--- src/rtl/pipe_pkg.sv ---
// ---------------------------------------------------------------------------
// pipe_pkg
//    Shared definitions for the generic pipeline stage register and the
//    stages that feed it.
//    - stage_state_e : occupancy encoding {skid_valid, main_valid}
//    - *_W           : packed payload widths for the ID/EX, EX/MEM and MEM/WB
//                      boundaries
//    - *_t structs   : field layouts of those payloads, MSB first
//    - *_LSB         : bit offsets of the MEM/WB fields inside the flat vector
//    - pack/unpack   : helpers converting between struct and flat vector
// ---------------------------------------------------------------------------
package pipe_pkg;

    // Occupancy of a stage. Bit 1 is the skid slot and bit 0 is the main
    // register, so the state register doubles as the two valid flags.
    typedef enum logic [1:0] {
        ST_EMPTY = 2'b00,
        ST_ONE   = 2'b01,
        ST_FULL  = 2'b11
    } stage_state_e;

    // Payload widths of the individual pipeline boundaries.
    localparam int MEM_WB_W = 2 + 1 + 32 + 32 + 5 + 32;
    localparam int EX_MEM_W = 2 + 3 + 32 + 32 + 5 + 32;
    localparam int ID_EX_W  = 2 + 3 + 4 + 32 + 32 + 32 + 32 + 5 + 32;

    // MEM/WB field offsets inside the flat 104-bit vector.
    localparam int MWB_INST_LSB  = 0;
    localparam int MWB_RD_LSB    = 32;
    localparam int MWB_RDATA_LSB = 37;
    localparam int MWB_ALU_LSB   = 69;
    localparam int MWB_LOAD_BIT  = 101;
    localparam int MWB_WB_LSB    = 102;

    // EX/MEM field offsets inside the flat 106-bit vector.
    localparam int EXM_INST_LSB  = 0;
    localparam int EXM_RD_LSB    = 32;
    localparam int EXM_STORE_LSB = 37;
    localparam int EXM_ALU_LSB   = 69;
    localparam int EXM_MEM_LSB   = 101;
    localparam int EXM_WB_LSB    = 104;

    // ID/EX field offsets inside the flat 174-bit vector.
    localparam int IDX_INST_LSB  = 0;
    localparam int IDX_RD_LSB    = 32;
    localparam int IDX_IMM_LSB   = 37;
    localparam int IDX_RS2_LSB   = 69;
    localparam int IDX_RS1_LSB   = 101;
    localparam int IDX_PC_LSB    = 133;
    localparam int IDX_EX_LSB    = 165;
    localparam int IDX_MEM_LSB   = 169;
    localparam int IDX_WB_LSB    = 172;

    typedef struct packed {
        logic [1:0]  wbCtl;
        logic        isLoad;
        logic [31:0] aluResult;
        logic [31:0] memRdata;
        logic [4:0]  rdAddr;
        logic [31:0] inst;
    } mem_wb_t;

    typedef struct packed {
        logic [1:0]  wbCtl;
        logic [2:0]  memCtl;
        logic [31:0] aluResult;
        logic [31:0] storeData;
        logic [4:0]  rdAddr;
        logic [31:0] inst;
    } ex_mem_t;

    typedef struct packed {
        logic [1:0]  wbCtl;
        logic [2:0]  memCtl;
        logic [3:0]  exCtl;
        logic [31:0] pc;
        logic [31:0] rs1Val;
        logic [31:0] rs2Val;
        logic [31:0] imm;
        logic [4:0]  rdAddr;
        logic [31:0] inst;
    } id_ex_t;

    function automatic logic [MEM_WB_W-1:0] pack_mem_wb(input mem_wb_t f);
        return f;
    endfunction

    function automatic mem_wb_t unpack_mem_wb(input logic [MEM_WB_W-1:0] v);
        return mem_wb_t'(v);
    endfunction

    function automatic logic [EX_MEM_W-1:0] pack_ex_mem(input ex_mem_t f);
        return f;
    endfunction

    function automatic ex_mem_t unpack_ex_mem(input logic [EX_MEM_W-1:0] v);
        return ex_mem_t'(v);
    endfunction

    function automatic logic [ID_EX_W-1:0] pack_id_ex(input id_ex_t f);
        return f;
    endfunction

    function automatic id_ex_t unpack_id_ex(input logic [ID_EX_W-1:0] v);
        return id_ex_t'(v);
    endfunction

endpackage

--- src/rtl/pipe_stage_reg.sv ---
// ---------------------------------------------------------------------------
// pipe_stage_reg
//    Generic valid/ready pipeline stage register carrying an opaque payload.
//    With SKID=1 it holds up to two beats (main register + skid slot) and its
//    in_ready comes straight from a flop; with SKID=0 it holds one beat and
//    in_ready is combinational from out_ready. Also provides a synchronous
//    flush and a saturating count of stalled output cycles.
//
// Ports
//    clk           in   1       clock, rising edge
//    reset         in   1       synchronous active-high reset
//    flush         in   1       squash all held beats (payload regs keep value)
//    in_valid      in   1       upstream beat valid
//    in_ready      out  1       stage accepts a beat this cycle
//    in_data       in   DATA_W  upstream payload
//    out_valid     out  1       downstream beat valid
//    out_ready     in   1       downstream takes the beat
//    out_data      out  DATA_W  payload presented downstream
//    stall_cycles  out  CNT_W   cycles with out_valid && !out_ready, saturating
// ---------------------------------------------------------------------------
module pipe_stage_reg
    import pipe_pkg::*;
#(
    parameter int DATA_W = MEM_WB_W,
    parameter int SKID   = 1,
    parameter int CNT_W  = 16
) (
    input  logic              clk,
    input  logic              reset,
    input  logic              flush,
    input  logic              in_valid,
    output logic              in_ready,
    input  logic [DATA_W-1:0] in_data,
    output logic              out_valid,
    input  logic              out_ready,
    output logic [DATA_W-1:0] out_data,
    output logic [CNT_W-1:0]  stall_cycles
);

    localparam logic [CNT_W-1:0] CntMax = '1;
    localparam logic [CNT_W-1:0] CntOne = CNT_W'(1);

    stage_state_e      state_q;
    stage_state_e      state_d;
    logic [1:0]        stateBits;
    logic              mainValid;
    logic              skidValid;
    logic [DATA_W-1:0] mainData_q;
    logic [DATA_W-1:0] mainData_d;
    logic [DATA_W-1:0] skidData_q;
    logic              skidLoad;
    logic [CNT_W-1:0]  stallCnt_q;
    logic [CNT_W-1:0]  stallCnt_d;
    logic              acceptBeat;
    logic              consumeBeat;

    // The state encoding is {skid valid, main valid}, so the flags fall out
    // of the state register directly.
    assign stateBits   = state_q;
    assign mainValid   = stateBits[0];
    assign skidValid   = stateBits[1];

    assign out_valid    = mainValid;
    assign out_data     = mainData_q;
    assign stall_cycles = stallCnt_q;

    assign acceptBeat  = in_valid && in_ready;
    assign consumeBeat = mainValid && out_ready;

    // Next-state and main-register load. Flush empties the stage but leaves
    // payload registers untouched, and it overrides any accept or consume in
    // the same cycle. A beat arriving while the main beat is stuck goes to
    // the skid slot; when the main beat leaves from FULL, the skid beat moves
    // up so order is preserved.
    always_comb begin
        state_d    = state_q;
        mainData_d = mainData_q;
        skidLoad   = 1'b0;
        if (flush) begin
            state_d = ST_EMPTY;
        end else begin
            case (state_q)
                ST_EMPTY: begin
                    if (acceptBeat) begin
                        state_d    = ST_ONE;
                        mainData_d = in_data;
                    end
                end
                ST_ONE: begin
                    if (acceptBeat && consumeBeat) begin
                        mainData_d = in_data;
                    end else if (acceptBeat) begin
                        if (SKID != 0) begin
                            state_d  = ST_FULL;
                            skidLoad = 1'b1;
                        end
                    end else if (consumeBeat) begin
                        state_d = ST_EMPTY;
                    end
                end
                ST_FULL: begin
                    if (consumeBeat) begin
                        state_d    = ST_ONE;
                        mainData_d = skidData_q;
                    end
                end
                default: begin
                    state_d = ST_EMPTY;
                end
            endcase
        end
    end

    // Stall counter: counts every cycle the downstream refuses a valid beat
    // and sticks at all-ones. Only reset clears it, so flushes do not hide
    // stall history.
    always_comb begin
        stallCnt_d = stallCnt_q;
        if (mainValid && !out_ready && (stallCnt_q != CntMax)) begin
            stallCnt_d = stallCnt_q + CntOne;
        end
    end

    // State, main payload and stall counter registers.
    always_ff @(posedge clk) begin
        if (reset) begin
            state_q    <= ST_EMPTY;
            mainData_q <= '0;
            stallCnt_q <= '0;
        end else begin
            state_q    <= state_d;
            mainData_q <= mainData_d;
            stallCnt_q <= stallCnt_d;
        end
    end

    // Skid slot. With the slot present, in_ready is just the inverse of the
    // registered skid flag, which breaks the out_ready -> in_ready path.
    // Without it, the single register can refill in the cycle it drains.
    if (SKID != 0) begin : g_skid
        always_ff @(posedge clk) begin
            if (reset) begin
                skidData_q <= '0;
            end else if (skidLoad) begin
                skidData_q <= in_data;
            end
        end
        assign in_ready = !skidValid;
    end else begin : g_noskid
        assign skidData_q = '0;
        assign in_ready   = !mainValid || out_ready;
    end

endmodule
--- config.mk ---
export PLATFORM = sky130hd
export DESIGN_NAME = pipe_stage_reg
export DESIGN_NICKNAME = d
export VERILOG_FILES = /design/src/rtl/pipe_pkg.sv /design/src/rtl/pipe_stage_reg.sv
export SDC_FILE = /design/constraint.sdc
export NUM_CORES = 1
export LEC_CHECK = 0
export ABC_AREA = 1
export BUFFER_PORTS_ARGS = -buffer_cell sky130_fd_sc_hd__buf_2
export CAP_MARGIN = 20
export CORE_ASPECT_RATIO = 1.2
export CORE_MARGIN = 2
export CORE_UTILIZATION = 44
export DETAILED_ROUTE_END_ITERATION = 8
export HOLD_SLACK_MARGIN = 0.08
export MAX_ROUTING_LAYER = met4
export PLACE_DENSITY = 0.74
export SYNTH_ARGS = -nofsm -noshare
export SYNTH_HDL_FRONTEND = slang
export SYNTH_SLANG_ARGS = --single-unit
--- constraint.sdc ---
create_clock -name clk -period 1.8 [get_ports clk]
set_input_delay 0.18 -clock clk [delete_from_list [all_inputs] [get_ports clk]]
set_output_delay 0.18 -clock clk [all_outputs]
set_load 0.01 [all_outputs]
==> metrics, run 1 <==
status complete, no violations; initial antenna violation count 0; sw frac 26.5%; CTS Buf Count 24; Netlist cell types 18; MaxCap Viol Count 0; relative slew slack 71.8%; IO Port Bufs 230; RR Startpoint stateBits[0]$_SDFFE_PP0P_; die area 23,000 sq um; Final min period 1.68 ns; Die Y 166 um; Pint 9130 uW; Post-Syn Instances 1,313; Psw 3300 uW; crit start category register; Yosys warning total 0; clock share of power 38.6%; commonest non-fill, non-tap cell in the layout nor2_1; CP Data Arrival Time 2.13 ns; critical path required time 2.25 ns; Die X 139 um; commonest non-fill, non-tap cells in the layout nor2_1, nand2_1, buf_2, dfxtp_1, dlygate4sd3_1; VDD IR max 0.000841 V; ANT nets after route 0; n_diodes 0; first-pass GRT wire length 41.5 mm; FMAX 0.595 GHz; Leakage 0.00569 uW; Worst Hold Class in -> reg; clk sink count 226; Cell Pwr Density 956 nW/um^2; CP Class reg -> reg; post-synth net total 1,427; Compound-Gate Fraction of Synth Area 6.21%; syn_area_per_cell 7.30 sq um; largest net degree at the start of global routing 85; hold path startpoint reset; IO Pins 231; fin nets 1,740; # setup viols final 0; maximum clock path buffer count 3; row count 59; Layout area overhead 35.6%; Worst-Margin Slew 0.423 ns; CTS tree built; top cells by area, synth dfxtp_1, nor2_1, mux2i_1, nand2_1, o21ai_0; All-Layer GR Usage 21.8%; multiplexer area fraction after synthesis 10.9%; post-DR wirelength/cell 13.8 um; Comb pwr share 16.7%; H-Tree Level Count 1; post-synth top area share 47.2%; DR vias 9,393; xor/xnor share of the synthesized area 0%; Initial Util 44.5%; final worst slack 0.119 ns; worst slack, placed 0.0994 ns; Final TNS setup 0 ns; Clock Root Buffer clkbuf_16; post-synthesis adder-cell area fraction 0.653%; Flop pwr share 44.7%; crit path capture type register; final count of hold timing violations 0; Crit Path Max Fanout 20; largest family of logic cells by synthesized area simple AND/OR/NAND/NOR gates; Clock Latency Late Sink 0.51 ns; Via density 4.91; final clock skew 0.0123 ns; simple-gate share of the synthesized area 30.0%; drt total wl 26.4 mm; vias in the first global route 8,737; crit path from stateBits[0]$_SDFFE_PP0P_; GPL Wtd Cong 0.835; final total power 12,400 uW; minimum hold slack 0.0978 ns; register area share after synthesis 47.2%; # DRC 0; hpwl dp 15.4 mm; fin crit share 93.4%; Mapped Area 9580 sq um; Reg clk slew, reported paths 0.06 ns; Max Slew Vio Count 0; total grt overflow 0; core area 21,600 sq um; 1st-iter DRT viols 541; FF+latch count, synth 226; cell taking the most area after synthesis dfxtp_1; share of post-route cells with drive strength above 1 18.8%; DR pass1 iterations 7
==> final timing paths <==
check / end / slack (ns) / depth (start not counted)
worst min-delay path: stall_cycles[8]$_SDFFE_PP0P_ / 0.1 / 4
worst max-delay path: out_data[50]$_SDFFE_PP0P_ / 0.12 / 9
worst min register to register: out_data[5]$_SDFFE_PP0P_ / 0.47 / 2
worst max register to register: out_data[50]$_SDFFE_PP0P_ / 0.12 / 9
==> cell usage after synthesis <==
master and n:
mux2i_1 104, nand3_1 19, nand2_1 267, dfxtp_1 226, clkbuf_1 32, nand4_1 3, nor2_1 463, buf_4 16
clkinv_1 2, ha_1 5, nand2_2 1, nor2_4 1, inv_1 17, a21oi_1 14, inv_2 4, buf_2 28
o21ai_0 105, buf_1 6
==> through the flow <==
step                cell area, sq um  cells  util [%]
floorplan                       9580   1313         -
global placement               11100   1760      51.3
detailed placement             11100   1760      51.3
CTS                            12900   1906      59.8
global route                   13000   1913      60.3
finish                         13000   1913      60.3
==> power by group through the flow <==
stage	clock network (uW)	logic, uW	registers (uW)
finish	4790	2080	5560
global route	5110	2310	5590
CTS	4890	1970	5550
detailed placement	0	1770	5660
global placement	0	1740	5650
floorplan	0	976	5760
==> routing by layer <==
| metal | up-vias | share of wire [%] | routed length, um | global-route usage [%] |
|---|---|---|---|---|
| li1 | 4754 | - | - | - |
| met1 | 4311 | 41 | 10900 | 24.8 |
| met2 | 262 | 51 | 13400 | 39.2 |
| met3 | 66 | 4.5 | 1200 | 2.80 |
| met5 | - | 0 | 0 | - |
| met4 | 0 | 3.4 | 888 | 8.34 |
==> worst max-delay path: stages (launching register included) <==
cell     delay [ns]
dfxtp_1        0.31
buf_4          0.16
ha_1           0.23
nand2_1        0.07
nand2_1        0.08
nor2_4         0.17
buf_4          0.17
buf_6          0.23
nor2_1         0.09
nor2_1         0.11
==> flip-flops by register name, summed over array words and instances, names as in the netlist <==
name and count:
out_data 104, skidData_q 104, stateBits 2, stall_cycles 16
==> area by class of cell <==
class	count	area, sq um
fillers	1862	8560
multi-input cells	982	4590
flip-flops and latches	226	4530
repair buffers	369	2690
clock buffers	33	696
well taps	274	343
inverters	23	92.6
clock inverters	6	61.3
==> what timing repair did <==
action,4_1_cts,5_1_grt
endpoints found under the setup margin,0,87
endpoints found under the hold margin,211,0
gates resized for setup,0,3
hold buffers,107,0
setup buffers,0,3
==> kinds of logic (layout without fill, tap and decap cells) <==
kind of cell             count (synthesis)  count (layout)
multiplexers                           104             104
buffers and inverters                  105             431
AO/OA/AOI/OAI                          119             119
AND/OR/NAND/NOR                        754             754
adder cells (fa/ha/maj)                  5               5
flip-flops                             226             226
(Power assumes the default switching activity.)
==> run 2: changes to the inputs <==
- GPL_TIMING_DRIVEN: not set -> 0
==> metrics, run 2 (synthesized netlist as in run 1, its figures left out) <==
minimum hold slack 0.256 ns (+0.158 ns); core area 21,600 sq um (unchanged); IO Port Bufs 230 (unchanged); hpwl dp 18.6 mm (+20%); hold path startpoint in_valid; final clock skew 0.0138 ns (+0.00150 ns); Cell Pwr Density 972 nW/um^2 (+1.7%); commonest non-fill, non-tap cell in the layout nor2_1; Clock Root Buffer clkbuf_16; drt total wl 28.2 mm (+6.5%); GR Util met2 41.1% (+1.9 points); Via density 4.88 (-0.63%); ANT nets after route 0 (unchanged); CP Class reg -> reg; Crit. path cell count 10 (+1); relative slew slack 45.2% (-27 points); reg2reg setup slack 0.08 ns (-0.04 ns); maximum clock path buffer count 3 (unchanged); fill count 1,869 (+0.38%); # setup viols final 0 (unchanged); Crit path max-delay family simple AND/OR/NAND/NOR gates; GR Layer Usage met1 27.8% (+3.0 points); sw frac 26.4% (-0.14 points); RR Startpoint stateBits[0]$_SDFFE_PP0P_; critical path's slowest cell dfxtp_4; final total power 13,000 uW (+4.4%); Placed Cells 1,817 (+3.2%); first-pass GRT wire length 44.8 mm (+7.9%); Layout area overhead 39.2%; Psw 3420 uW (+3.8%); busiest layer in global routing met2; share of post-route cells with drive strength above 1 20.6% (+1.8 points); # DRC 0 (unchanged); Worst Hold Class in -> reg; crit path cell chain inv_4 > ha_4 > nor2_4 > nand2_2 > nor2_4 > buf_8 > buf_8 > nand2_1 > nand2_1 > nor2_1; CTS tree built; Pint 9540 uW (+4.5%); hold depth 7 (+3); worst path bufs/invs 3 (unchanged); number of cells on the worst reg-to-reg path 10 (+1); final count of hold timing violations 0 (unchanged); DR pass1 iterations 7 (unchanged); Clock Latency Late Sink 0.52 ns (about the same); Worst Hold Path EP stateBits[1]$_SDFFE_PP0P_; row count 59 (unchanged); RSZ-0062 raised after global routing true; total grt overflow 0 (unchanged); Worst-Margin Slew 0.821 ns (+0.399 ns); Layout Cells excl Fill 1,972 (+3.1%); initial antenna violation count 1 (+1); crit start category register; Initial Util 44.5% (unchanged); vias in the first global route 9,247 (+5.8%); DR vias 9,622 (+2.4%); worst r2r dst out_data[22]$_SDFFE_PP0P_; commonest non-fill, non-tap cells in the layout nor2_1, nand2_1, buf_2, dfxtp_1, dlygate4sd3_1; H-Tree Level Count 1 (unchanged); crit path capture type register; met3 usage 3.21% (+0.40 points); 1st-iter DRT viols 465 (-14%); FMAX 0.580 GHz (-2.5%); GPL Wtd Cong 0.847 (+1.4%); CTS Buf Count 24 (unchanged); CP Data Arrival Time 2.13 ns (about the same); largest net degree at the start of global routing 14 (-84%); fin crit share 95.7% (+2.3 points); VDD IR max 0.000779 V (-7.3%); Die Y 166 um (unchanged); Leakage 0.00588 uW (+3.3%); critical path required time 2.21 ns (-0.04 ns); clk sink count 226 (unchanged); All-Layer GR Usage 23.9% (+2.1 points); Max Slew Vio Count 0 (unchanged); Flop pwr share 42.8% (-1.9 points); Reg clk slew, reported paths 0.06 ns (about the same); die area 23,000 sq um (unchanged); clock share of power 40.5% (+1.9 points); status complete, no violations; max incr delay on CP 0.41 ns (+0.10 ns); MaxCap Viol Count 0 (unchanged); Crit Path Max Fanout 10 (-50%); post-DR wirelength/cell 14.3 um (+3.3%); IO Pins 231 (unchanged); Die X 139 um (unchanged); fin nets 1,796 (+3.2%); Comb pwr share 16.8% (about the same); Final min period 1.72 ns (+0.0423 ns)
-- run 2: what timing repair did --
action / 4_1_cts / 5_1_grt
pin swaps: 1 / 9
buffers inserted: 2 / 2
hold endpoints to repair: 211 / 0
cloned: 0 / 3
hold buffers: 107 / 0
endpoints found under the setup margin: 208 / 211
gates resized for setup: 25 / 74
-- run 2: cell type report --
class	instances	area, sq um	share of cell area (%)
multi-input combinational	982	4630	34.7
antenna	1	2.50	0.0188
sequential	226	4530	34.0
clock inverter	8	121	0.910
timing repair buffer	344	2340	17.5
clock buffer	33	716	5.37
inverter	23	91.3	0.685
buffer	81	567	4.25
tap	274	343	2.57
-- run 2: metal layers --
metal	part of all wire (%)	up-vias	wire, um
met3	4.9	87	1370
met4	4.3	0	1210
li1	-	4877	-
met5	0	-	0
met1	41	4389	11700
met2	49	269	13900
-- run 2: how the worst max path moves through the flow --
stage,endpoint,from,slack (ns)
floorplan,out_data[58]$_SDFFE_PP0P_,stateBits[0]$_SDFFE_PP0P_,0.13
global placement,out_data[55]$_SDFFE_PP0P_,stateBits[0]$_SDFFE_PP0P_,-0.32
detailed placement,out_data[47]$_SDFFE_PP0P_,stateBits[0]$_SDFFE_PP0P_,-0.36
CTS,out_data[4]$_SDFFE_PP0P_,stateBits[0]$_SDFFE_PP0P_,-0.03
global route,out_data[11]$_SDFFE_PP0P_,stateBits[0]$_SDFFE_PP0P_,-0.03
finish,out_data[22]$_SDFFE_PP0P_,stateBits[0]$_SDFFE_PP0P_,0.08
-- run 2: power groups by stage --
stage	logic [uW]	registers, uW	clock network (uW)
floorplan	976	5760	0
global placement	1770	5630	0
detailed placement	1800	5640	0
CTS	2030	5540	5330
global route	2410	5580	5560
finish	2170	5540	5250
-- run 2: metrics by stage --
step | utilization [%] | area (sq um) | setup WS (ns) | TNS (ns)
2_1_floorplan | - | 9580 | 0.128 | 0
6_report | 61.9 | 13300 | 0.0766 | 0
3_5_place_dp | 51.4 | 11100 | -0.358 | -49.58
3_3_place_gp | 51.4 | 11100 | -0.320 | -42.40
5_1_grt | 61.9 | 13300 | -0.0301 | -0.209
4_1_cts | 60.6 | 13100 | -0.0255 | -0.470
-- run 2: worst min-delay path: stages --
cell,delay [ns]
buf_2,0.12
nand2_2,0.09
nand2_1,0.05
nand2_1,0.06
a21oi_1,0.10
nor2_1,0.09
nor2_1,0.05
